### src/rtl/riscv_ctrl_pkg.sv
// Shared constants for the multicycle RV32I controller: opcodes, FSM state
// encoding and the datapath mux/ALU select encodings.
package riscv_ctrl_pkg;

  localparam logic [6:0] OP_R    = 7'b0110011;
  localparam logic [6:0] OP_I    = 7'b0010011;
  localparam logic [6:0] OP_LW   = 7'b0000011;
  localparam logic [6:0] OP_SW   = 7'b0100011;
  localparam logic [6:0] OP_BR   = 7'b1100011;
  localparam logic [6:0] OP_JAL  = 7'b1101111;
  localparam logic [6:0] OP_JALR = 7'b1100111;

  typedef enum logic [3:0] {
    S_IDLE   = 4'd0,
    S_FETCH  = 4'd1,
    S_DECODE = 4'd2,
    S_EXEC   = 4'd3,
    S_ALUWB  = 4'd4,
    S_MEMADR = 4'd5,
    S_MEMRD  = 4'd6,
    S_MEMWB  = 4'd7,
    S_MEMWR  = 4'd8,
    S_BRANCH = 4'd9,
    S_JUMP   = 4'd10
  } state_t;

  localparam logic [1:0] SRCB_RS2  = 2'b00;
  localparam logic [1:0] SRCB_IMM  = 2'b01;
  localparam logic [1:0] SRCB_FOUR = 2'b10;

  localparam logic [1:0] ALUOP_ADD    = 2'b00;
  localparam logic [1:0] ALUOP_BRANCH = 2'b01;
  localparam logic [1:0] ALUOP_FUNCT  = 2'b10;

  localparam logic [1:0] RES_ALUOUT = 2'b00;
  localparam logic [1:0] RES_MDR    = 2'b01;
  localparam logic [1:0] RES_PC4    = 2'b10;

  // States that own the shared memory port and are therefore timed.
  function automatic logic is_mem_state(state_t s);
    return (s == S_FETCH) || (s == S_MEMRD) || (s == S_MEMWR);
  endfunction

endpackage

### src/rtl/multicycle_controller_if.sv
// Shared instruction/data memory port: request side driven by the controller,
// completion strobe driven by the memory.
interface multicycle_controller_if;
  logic mem_req;
  logic mem_we;
  logic addr_sel;
  logic mem_ready;

  modport master (output mem_req, output mem_we, output addr_sel, input mem_ready);
  modport slave  (input mem_req, input mem_we, input addr_sel, output mem_ready);
endinterface

### src/rtl/mem_wait_timer.sv
// Counts memory wait cycles while a memory state is active and flags a timeout
// when the count reaches WAIT_LIMIT without mem_ready (WAIT_LIMIT=0 disables).
module mem_wait_timer #(
  parameter int unsigned WAIT_LIMIT = 255
) (
  input  logic clk,
  input  logic rst_n,
  input  logic in_mem_i,
  input  logic mem_ready_i,
  output logic timeout_o
);

  localparam int unsigned CW = (WAIT_LIMIT > 0) ? $clog2(WAIT_LIMIT + 1) : 1;
  localparam logic [CW-1:0] LIMIT   = CW'(WAIT_LIMIT);
  localparam logic [CW-1:0] CNT_MAX = '1;

  logic [CW-1:0] count_q, count_d;

  assign timeout_o = (WAIT_LIMIT != 0) && in_mem_i && !mem_ready_i && (count_q == LIMIT);

  // Every exit from a memory state goes through ready, timeout or a non-memory
  // state, so clearing on those gives a zero count on each new entry.
  always_comb begin
    count_d = count_q;
    if (!in_mem_i || mem_ready_i || timeout_o) begin
      count_d = '0;
    end else if (count_q != CNT_MAX) begin
      count_d = count_q + 1'b1;
    end
  end

  // NOTE: sequential state is updated with non-blocking assignments only, so
  // every register samples the pre-edge values of its inputs.
  always_ff @(posedge clk or negedge rst_n) begin
    if (!rst_n) begin
      count_q <= '0;
    end else begin
      count_q <= count_d;
    end
  end

endmodule

### src/rtl/multicycle_controller.sv
// Multicycle RV32I sequencing FSM: walks each instruction through fetch,
// decode, execute, memory and writeback, decoding datapath controls from state.
module multicycle_controller
  import riscv_ctrl_pkg::*;
#(
  parameter int unsigned WAIT_LIMIT = 255
) (
  input  logic                          clk,
  input  logic                          rst_n,
  input  logic [6:0]                    opcode,
  input  logic                          branch_cond,
  multicycle_controller_if.master       bus,
  output logic                          ir_write,
  output logic                          pc_write,
  output logic                          reg_write,
  output logic                          alu_src_a,
  output logic [1:0]                    alu_src_b,
  output logic [1:0]                    alu_op,
  output logic [1:0]                    result_src,
  output logic                          illegal_insn,
  output logic                          bus_error,
  output logic                          instr_retired,
  output logic [3:0]                    state_o
);

  state_t state_q, state_d;
  logic   mem_req, mem_we, addr_sel;
  logic   timeout;

  mem_wait_timer #(.WAIT_LIMIT(WAIT_LIMIT)) u_wait_timer (
    .clk         (clk),
    .rst_n       (rst_n),
    .in_mem_i    (is_mem_state(state_q)),
    .mem_ready_i (bus.mem_ready),
    .timeout_o   (timeout)
  );

  always_ff @(posedge clk or negedge rst_n) begin
    if (!rst_n) begin
      state_q <= S_IDLE;
    end else begin
      state_q <= state_d;
    end
  end

  // NOTE: every signal written here gets a default first, so no path through
  // the case statement can leave one unassigned and infer a latch.
  always_comb begin
    state_d       = state_q;
    mem_req       = 1'b0;
    mem_we        = 1'b0;
    addr_sel      = 1'b0;
    ir_write      = 1'b0;
    pc_write      = 1'b0;
    reg_write     = 1'b0;
    alu_src_a     = 1'b0;
    alu_src_b     = SRCB_RS2;
    alu_op        = ALUOP_ADD;
    result_src    = RES_ALUOUT;
    illegal_insn  = 1'b0;
    bus_error     = 1'b0;
    instr_retired = 1'b0;

    unique case (state_q)
      S_IDLE: state_d = S_FETCH;

      S_FETCH: begin
        mem_req   = 1'b1;
        alu_src_b = SRCB_FOUR;
        if (bus.mem_ready) begin
          ir_write = 1'b1;
          pc_write = 1'b1;
          state_d  = S_DECODE;
        end else if (timeout) begin
          bus_error = 1'b1;
          state_d   = S_FETCH;
        end
      end

      S_DECODE: begin
        // ALU precomputes old_pc + imm so the branch target is ready next cycle.
        alu_src_b = SRCB_IMM;
        case (opcode)
          OP_R, OP_I:       state_d = S_EXEC;
          OP_LW, OP_SW:     state_d = S_MEMADR;
          OP_BR:            state_d = S_BRANCH;
          OP_JAL, OP_JALR:  state_d = S_JUMP;
          default: begin
            illegal_insn = 1'b1;
            state_d      = S_FETCH;
          end
        endcase
      end

      S_EXEC: begin
        alu_src_a = 1'b1;
        alu_op    = ALUOP_FUNCT;
        alu_src_b = (opcode == OP_I) ? SRCB_IMM : SRCB_RS2;
        state_d   = S_ALUWB;
      end

      S_ALUWB: begin
        reg_write     = 1'b1;
        result_src    = RES_ALUOUT;
        instr_retired = 1'b1;
        state_d       = S_FETCH;
      end

      S_MEMADR: begin
        alu_src_a = 1'b1;
        alu_src_b = SRCB_IMM;
        state_d   = (opcode == OP_SW) ? S_MEMWR : S_MEMRD;
      end

      S_MEMRD: begin
        mem_req  = 1'b1;
        addr_sel = 1'b1;
        if (bus.mem_ready) begin
          state_d = S_MEMWB;
        end else if (timeout) begin
          bus_error = 1'b1;
          state_d   = S_FETCH;
        end
      end

      S_MEMWB: begin
        reg_write     = 1'b1;
        result_src    = RES_MDR;
        instr_retired = 1'b1;
        state_d       = S_FETCH;
      end

      S_MEMWR: begin
        mem_req  = 1'b1;
        mem_we   = 1'b1;
        addr_sel = 1'b1;
        if (bus.mem_ready) begin
          instr_retired = 1'b1;
          state_d       = S_FETCH;
        end else if (timeout) begin
          bus_error = 1'b1;
          state_d   = S_FETCH;
        end
      end

      S_BRANCH: begin
        alu_src_a     = 1'b1;
        alu_src_b     = SRCB_RS2;
        alu_op        = ALUOP_BRANCH;
        pc_write      = branch_cond;
        instr_retired = 1'b1;
        state_d       = S_FETCH;
      end

      S_JUMP: begin
        alu_src_a     = (opcode == OP_JALR);
        alu_src_b     = SRCB_IMM;
        reg_write     = 1'b1;
        result_src    = RES_PC4;
        pc_write      = 1'b1;
        instr_retired = 1'b1;
        state_d       = S_FETCH;
      end

      default: state_d = S_IDLE;
    endcase
  end

  assign bus.mem_req  = mem_req;
  assign bus.mem_we   = mem_we;
  assign bus.addr_sel = addr_sel;
  assign state_o      = state_q;

endmodule

### src/flat_wrapper.sv
// flat-port wrapper written by rule: the top's interface ports become plain ports
module multicycle_controller_flat import riscv_ctrl_pkg::*;
#(
  parameter int unsigned WAIT_LIMIT = 255
)
  (clk, rst_n, opcode, branch_cond, ir_write, pc_write, reg_write, alu_src_a, alu_src_b, alu_op, result_src, illegal_insn, bus_error, instr_retired, state_o, bus_mem_req, bus_mem_we, bus_addr_sel, bus_mem_ready);
  multicycle_controller_if bus_i ();
  input  logic clk;
  input  logic rst_n;
  input  logic [6:0] opcode;
  input  logic branch_cond;
  output logic ir_write;
  output logic pc_write;
  output logic reg_write;
  output logic alu_src_a;
  output logic [1:0] alu_src_b;
  output logic [1:0] alu_op;
  output logic [1:0] result_src;
  output logic illegal_insn;
  output logic bus_error;
  output logic instr_retired;
  output logic [3:0] state_o;
  output wire logic [$bits(bus_i.mem_req)-1:0] bus_mem_req;
  output wire logic [$bits(bus_i.mem_we)-1:0] bus_mem_we;
  output wire logic [$bits(bus_i.addr_sel)-1:0] bus_addr_sel;
  input wire logic [$bits(bus_i.mem_ready)-1:0] bus_mem_ready;
  assign bus_mem_req = bus_i.mem_req;
  assign bus_mem_we = bus_i.mem_we;
  assign bus_addr_sel = bus_i.addr_sel;
  assign bus_i.mem_ready = bus_mem_ready;
  multicycle_controller #(.WAIT_LIMIT(WAIT_LIMIT)) u_core (.clk(clk), .rst_n(rst_n), .opcode(opcode), .branch_cond(branch_cond), .bus(bus_i), .ir_write(ir_write), .pc_write(pc_write), .reg_write(reg_write), .alu_src_a(alu_src_a), .alu_src_b(alu_src_b), .alu_op(alu_op), .result_src(result_src), .illegal_insn(illegal_insn), .bus_error(bus_error), .instr_retired(instr_retired), .state_o(state_o));
endmodule
### config.mk
export PLATFORM = sky130hd
export DESIGN_NAME = multicycle_controller_flat
export DESIGN_NICKNAME = d
export VERILOG_FILES = /design/src/rtl/riscv_ctrl_pkg.sv /design/src/rtl/multicycle_controller_if.sv /design/src/rtl/mem_wait_timer.sv /design/src/rtl/multicycle_controller.sv /design/src/flat_wrapper.sv
export SDC_FILE = /design/constraint.sdc
export NUM_CORES = 1
export LEC_CHECK = 0
export ABC_AREA = 1
export BUFFER_PORTS_ARGS = -buffer_cell sky130_fd_sc_hd__buf_2
export CORE_ASPECT_RATIO = 0.75
export CORE_MARGIN = 2
export CORE_UTILIZATION = 49
export CTS_CLUSTER_SIZE = 30
export DETAILED_ROUTE_END_ITERATION = 7
export PLACE_DENSITY = 0.78
export SYNTH_ARGS = -nofsm -noshare
export SYNTH_HDL_FRONTEND = slang
export SYNTH_SLANG_ARGS = --single-unit
### constraint.sdc
create_clock -name clk -period 2.51 [get_ports clk]
set_input_delay 0.1255 -clock clk [delete_from_list [all_inputs] [get_ports clk]]
set_output_delay 0.1255 -clock clk [all_outputs]
set_load 0.01 [all_outputs]
Word-level counts from Yosys, hierarchy flattened
Cells that the tools add are included.

storage, ports and cells
  register bits after elaboration = 12
  bits of input ports = 11
  output and inout bits = 20
  word-level logic and storage cells = 70

cells by class
  add/sub/neg operators = 1
  equality and inequality tests = 19
  mux-type cells = 27
  reduce and logical (&&, ||, !) cells = 21

operator list
  cell                                                             number
  4-bit one-hot mux with 7 select lines                            1
  7-bit == test, second input constant                             3
  4-bit 2-to-1 mux                                                 5
  4-bit by 3-bit == test with 1-bit output, second input constant  4
  8-bit 2-to-1 mux                                                 2
  4-bit one-hot mux with 4 select lines                            1
  7-bit by 6-bit == test with 1-bit output, second input constant  2
  4-bit == test, second input constant                             3
  1-bit 2-to-1 mux                                                 12
  3-bit OR reduction                                               4
  8-bit by 1-bit adder with 8-bit output, second input constant    1
  4-bit by 2-bit == test with 1-bit output, second input constant  2
  8-bit == test, second input constant                             1
  8-bit != test, second input constant                             1
  2-bit one-hot mux with 2 select lines                            2
  2-bit OR reduction                                               4
  7-bit by 2-bit == test with 1-bit output, second input constant  1
  7-bit by 5-bit == test with 1-bit output, second input constant  1
  7-bit OR reduction                                               1
  2-bit one-hot mux with 3 select lines                            1
  5-bit OR reduction                                               1
  4-bit by 1-bit == test with 1-bit output, second input constant  1
  4-bit logical NOT                                                1
  1-bit logical OR                                                 4
  other kinds (6)                                                  9

Logic depth before layout (Yosys ltp)
  depth after elaboration = 8
  depth in mapped cells = 8

Hierarchy
A second synthesis with hierarchy kept.

second synthesis, totals
  cells, all modules = 159
  area total of the unflattened synthesis = 968.4 um^2

modules (own cells, without submodules)
  module                 instances  cells each  area each (um^2)
  multicycle_controller  1          105         554.3
  mem_wait_timer         1          54          414.1

Worst setup path before layout
Ideal clock, no wire load.

  path type = register to output
  from = register u_core.state_q[2] (netlist: u_core.state_o[2])
  to = output port alu_src_b[0]
  data arrival time = 1.386 ns
  data required time = 2.385 ns
  path slack = 0.999 ns
  cell stages (with the launch flop) = 6
  path buffers = 0
  cell sequence = dfrtp_1 > nor2_2 > inv_1 > nor3_1 > nand2_1 > o21ai_1

on the way
  cells in the longest elaborated chain, start to end = 3
  elaborated cells between the ends (all ways) = 7
  those cells by class = eq/ne (5); mux (1); reduce/logical (1)

RTL lines
  element                                                           line                         source
  start: declaration                                                multicycle_controller.sv:26  state_t state_q, state_d;
  start signal: assignment                                          multicycle_controller.sv:42  state_q <= state_d;
  4-bit by 3-bit == test with 1-bit output (tied with other cells)  multicycle_controller.sv:64  unique case (state_q)
  3-bit OR reduction (no source line)                               -
  2-bit one-hot mux with 3 select lines (*)                         multicycle_controller.sv:64
  end: declaration                                                  flat_wrapper.sv:16           output logic [1:0] alu_src_b;

Every way passes the cells marked *; elsewhere a longest branch is shown, timed or not.

Final worst setup path
  from = register u_core.state_q[1] (netlist: u_core.state_o[1])
  to = output port instr_retired

on the way
  cells in the longest elaborated chain, start to end = 3
  elaborated cells between the ends (all ways) = 7
  those cells by class = eq/ne (5); mux (1); reduce/logical (1)

RTL lines
  element                                                                    line                         source
  4-bit by 3-bit == test with 1-bit output or 4-bit == test (tied branches)  multicycle_controller.sv:64
  4-bit OR reduction (no source line)                                        -
  1-bit one-hot mux with 2 select lines (*)                                  multicycle_controller.sv:64
  end: declaration                                                           flat_wrapper.sv:21           output logic instr_retired;

Marks and branches as above.

==> results.txt <==
The flow ran to the end, and the final reports show no timing, DRC or antenna violations. The iteration count of the initial detailed-routing pass is 5. The count of flip-flops with a built-in enable after synthesis is 0. The worst path uses 73.5% of the clock period. The cell count after synthesis came out at 133. The most repeated cell in the gate-level netlist after synthesis is nand2_1. The floorplan step defined a die boundary enclosing 2180 sq um. The most used flip-flop cell after synthesis is dfrtp_1. The signal on the critical path passes through inv_1, nand2_1, nor3_1, or2_1, o21bai_1, buf_2. IR analysis of the VDD net gives a maximum drop of 517 uV. After synthesis, the most frequently instantiated cells are nand2_1, nor2_1, inv_1. The maximum number of pins on one net before global-route repair came out at 13. The required time at the worst-slack endpoint came out at 2380 ps. Detailed routing inserted a total of 946 vias. The register area came out at 300 sq um. The clock transition at the registers of the reported paths works out to 70 ps. Setup repair after global routing left no endpoint under its margin. For this configuration, the core starts out at a cell density of 51.7%.

The critical path crosses 6 cells after its start point. The run gives 162 as the number of filler cells placed in the layout. The post-synth net total is 145. Tracing the worst setup path back leads to its startpoint at u_core.state_o[1]$_DFF_PN0_. During I/O placement, the number of pins put on the boundary was 31. For this design the ratio of total power to cell area is 789 nW/um^2. Synthesis inferred 12 register bits.

Number of buffers added on ports: 30. Dividing the detail-routed via count by the number of cells gives 4.98. From left edge to right edge, the die measures 53.3 um. The final-layout setup total negative slack is 0 ps. The actual slew at the worst max-slew pin is 412 ps, and the level count of the clock H-tree is 1. The worst setup path is of the reg2out kind. The clock net in this run drives a total of 12 sinks. In this run, distinct cell masters in the synthesized netlist total 24.

Data arrives at the worst endpoint at 1720 ps. The final number of max-transition violations is 0, and the number of cell rows is 13. For the final database, setup skew stands at 2.88 ps. The number of global-route vias before repair was 801. Global routing finished with a remaining overflow of 0.

In the final layout, the multi-input gates occupy 502 sq um. The critical path buffer and inverter count is 2. The net count of the finished layout is 181. The all-layer global routing usage is 22.8%, and the biggest cell delay along the critical path is 430 ps. The final count of negative-setup-slack endpoints was 0; the number of diodes was 0.

The top cell type by area accounts for 33.7% of the synthesized area. Worst reg2reg path startpoint: u_core.state_o[3]$_DFF_PN0_. The tools report the global-route wire length before repair as 3460 um. The final hold violation count is 0. The total area inside the core boundary comes to 1720 sq um. The tools report the number of antenna violations at the first check in global routing as 0. In this run, the number of DRC markers left after iteration 0 of detailed routing was 27. For this run, the top clock speed supported by timing is 0.542 GHz. TritonCTS built the clock tree. The share of layout cells above drive strength 1 is 26.8%. Summed over all layers, the routed wires come to 2110 um. Across the run, the number of max-cap violations was 0.

The average instance in the mapped netlist occupies 6.71 sq um. After synthesis, flip-flops and latches occupy 33.7% of the total area. In the final routed layout, each cell accounts on average for 11.1 um.

The clock buffer count from CTS is 3. The root buffer selected by CTS is clkbuf_4. After clock tree synthesis, the setup repair step added 0 buffers. Of all nets on the critical path, the largest fanout is 5. The clock period minus final worst setup slack is 1850 ps, and the HPWL after detailed placement is 1700 um.

The tools report the count of yosys warnings during synthesis as 0. The synthesized cell area is 892 sq um. Of all flip-flops after synthesis, the portion carrying an async set or reset was 100%. The count of nets left with antenna violations once routing finished came out at 0. The critical path ends at instr_retired. The die is 41.0 um tall. For the clock network latency to the later pin of the worst-skew pair, the log shows 270 ps.

The setup slack after layout was 664 ps. The depth of the worst register-to-register path came out at 7. For the final weighted congestion in routability-driven placement, the log shows 0.939. Classification of the worst-slack hold path: in2reg.

The worst setup path is launched from a flop. Among all stages on the critical path, the largest delay is contributed by dfrtp_1. dfrtp_1 takes more of the synthesized area than any other cell.

The worst setup path is captured at an output pin. The deepest clock path buffer count is 2, and the slack of the worst reg-to-reg path is 1120 ps. Among cell families on the critical path, the largest total delay comes from simple AND/OR/NAND/NOR gates.

In this run the static leakage power is 0.682 nW. By area the synthesized netlist is led by dfrtp_1, nand2_1, nor2_1, inv_1, nand3_1. Headroom to the max-slew limit came out at 72.3%. The worst register-to-register path ends at u_core.state_o[2]$_DFF_PN0_. Prior to clock tree synthesis, the placed netlist has a worst setup slack of 962 ps. The area growth from synthesis to layout is 25.1%. The DRC violations left is 0.
-- state kept, by name, indices dropped and copies added (netlist names) --
name / count
u_core.u_wait_timer.count_q: 8
u_core.state_o: 4
-- per-stage QoR --
step	instances	instance area (sq um)	util, %	hold WS (ps)	total power [W]
after detailed placement	185	1070	62.0	14.5	0.000726
final	190	1120	64.7	167	0.000880
after global placement	185	1070	62.0	11.1	0.000722
after floorplan	133	892	-	-170	0.000574
after CTS	190	1120	64.7	161	0.000882
after global routing	190	1120	64.7	187	0.000953
-- per-layer routing --
layer / GRT usage, % / up-vias / routed length (um)
li1: - / 491 / -
met1: 29.1 / 416 / 1030
met2: 38.6 / 37 / 931
met3: 6.93 / 2 / 141
met4: 5.13 / 0 / 10
met5: 0 / - / 0
-- worst reg2reg max path: stages, from the launching register on --
cell     delay [ps]
dfrtp_1         430
inv_1            80
nor2_1          180
nand2_1         160
nand3_4         130
nand3_2         110
nand2_1         110
nand3_1          70
-- logic make-up (layout without fill, tap and decap cells) --
kind of cell | count (synthesis) | in the layout | share of synthesized area (%)
AND/OR/NAND/NOR | 82 | 82 | 43.9
adder cells (fa/ha/maj) | 1 | 1 | 1.40
flip-flops | 12 | 12 | 33.7
AO/OA/AOI/OAI | 9 | 9 | 6.03
XOR/XNOR | 5 | 5 | 4.91
buffers and inverters | 24 | 59 | 10.1
-- cell usage in the layout, fill, tap and decap left out, types with 4 or more instances in the layout --
cell type  count
buf_2         30
nor3_1         7
a21oi_1        4
nand2_1       26
inv_1         22
nand4_1        4
xor2_1         4
nor2_1        24
dfrtp_1       12
nand3_1       10
-- report_power, final --
| group | total (W) | switching (W) | internal [W] | leakage [nW] |
|---|---|---|---|---|
| clock network | 0.000154 | 0.0000655 | 0.0000882 | 0.0210 |
| registers | 0.000260 | 0.0000374 | 0.000223 | 0.163 |
| logic | 0.000467 | 0.000292 | 0.000175 | 0.498 |
| total | 0.000880 | 0.000395 | 0.000485 | 0.682 |
-- worst min-delay path by stage --
stage               cells after the start     startpoint                                         end  slack [ps]
detailed placement                      1          rst_n  u_core.u_wait_timer.count_q[6]$_DFFE_PN0P_          10
floorplan                               0          rst_n                 u_core.state_o[0]$_DFF_PN0_        -170
finish                                  5  bus_mem_ready                 u_core.state_o[0]$_DFF_PN0_         170
global placement                        1          rst_n  u_core.u_wait_timer.count_q[6]$_DFFE_PN0P_          10
CTS                                     5  bus_mem_ready                 u_core.state_o[0]$_DFF_PN0_         160
global route                            4  bus_mem_ready                 u_core.state_o[0]$_DFF_PN0_         190
-- repair_timing --
item                                   CTS  global route
hold buffers                             1             0
endpoints found under the hold margin   12             0
gates resized for setup                  0             0
-- final cells by class --
type,count,share of cell area [%]
clock buffers,4,3.25
multi-input cells,97,45.0
inverters,24,8.07
flip-flops and latches,12,26.9
repair buffers,31,14.3
well taps,22,2.47
Note: power is estimated with default switching activity, not from simulation.
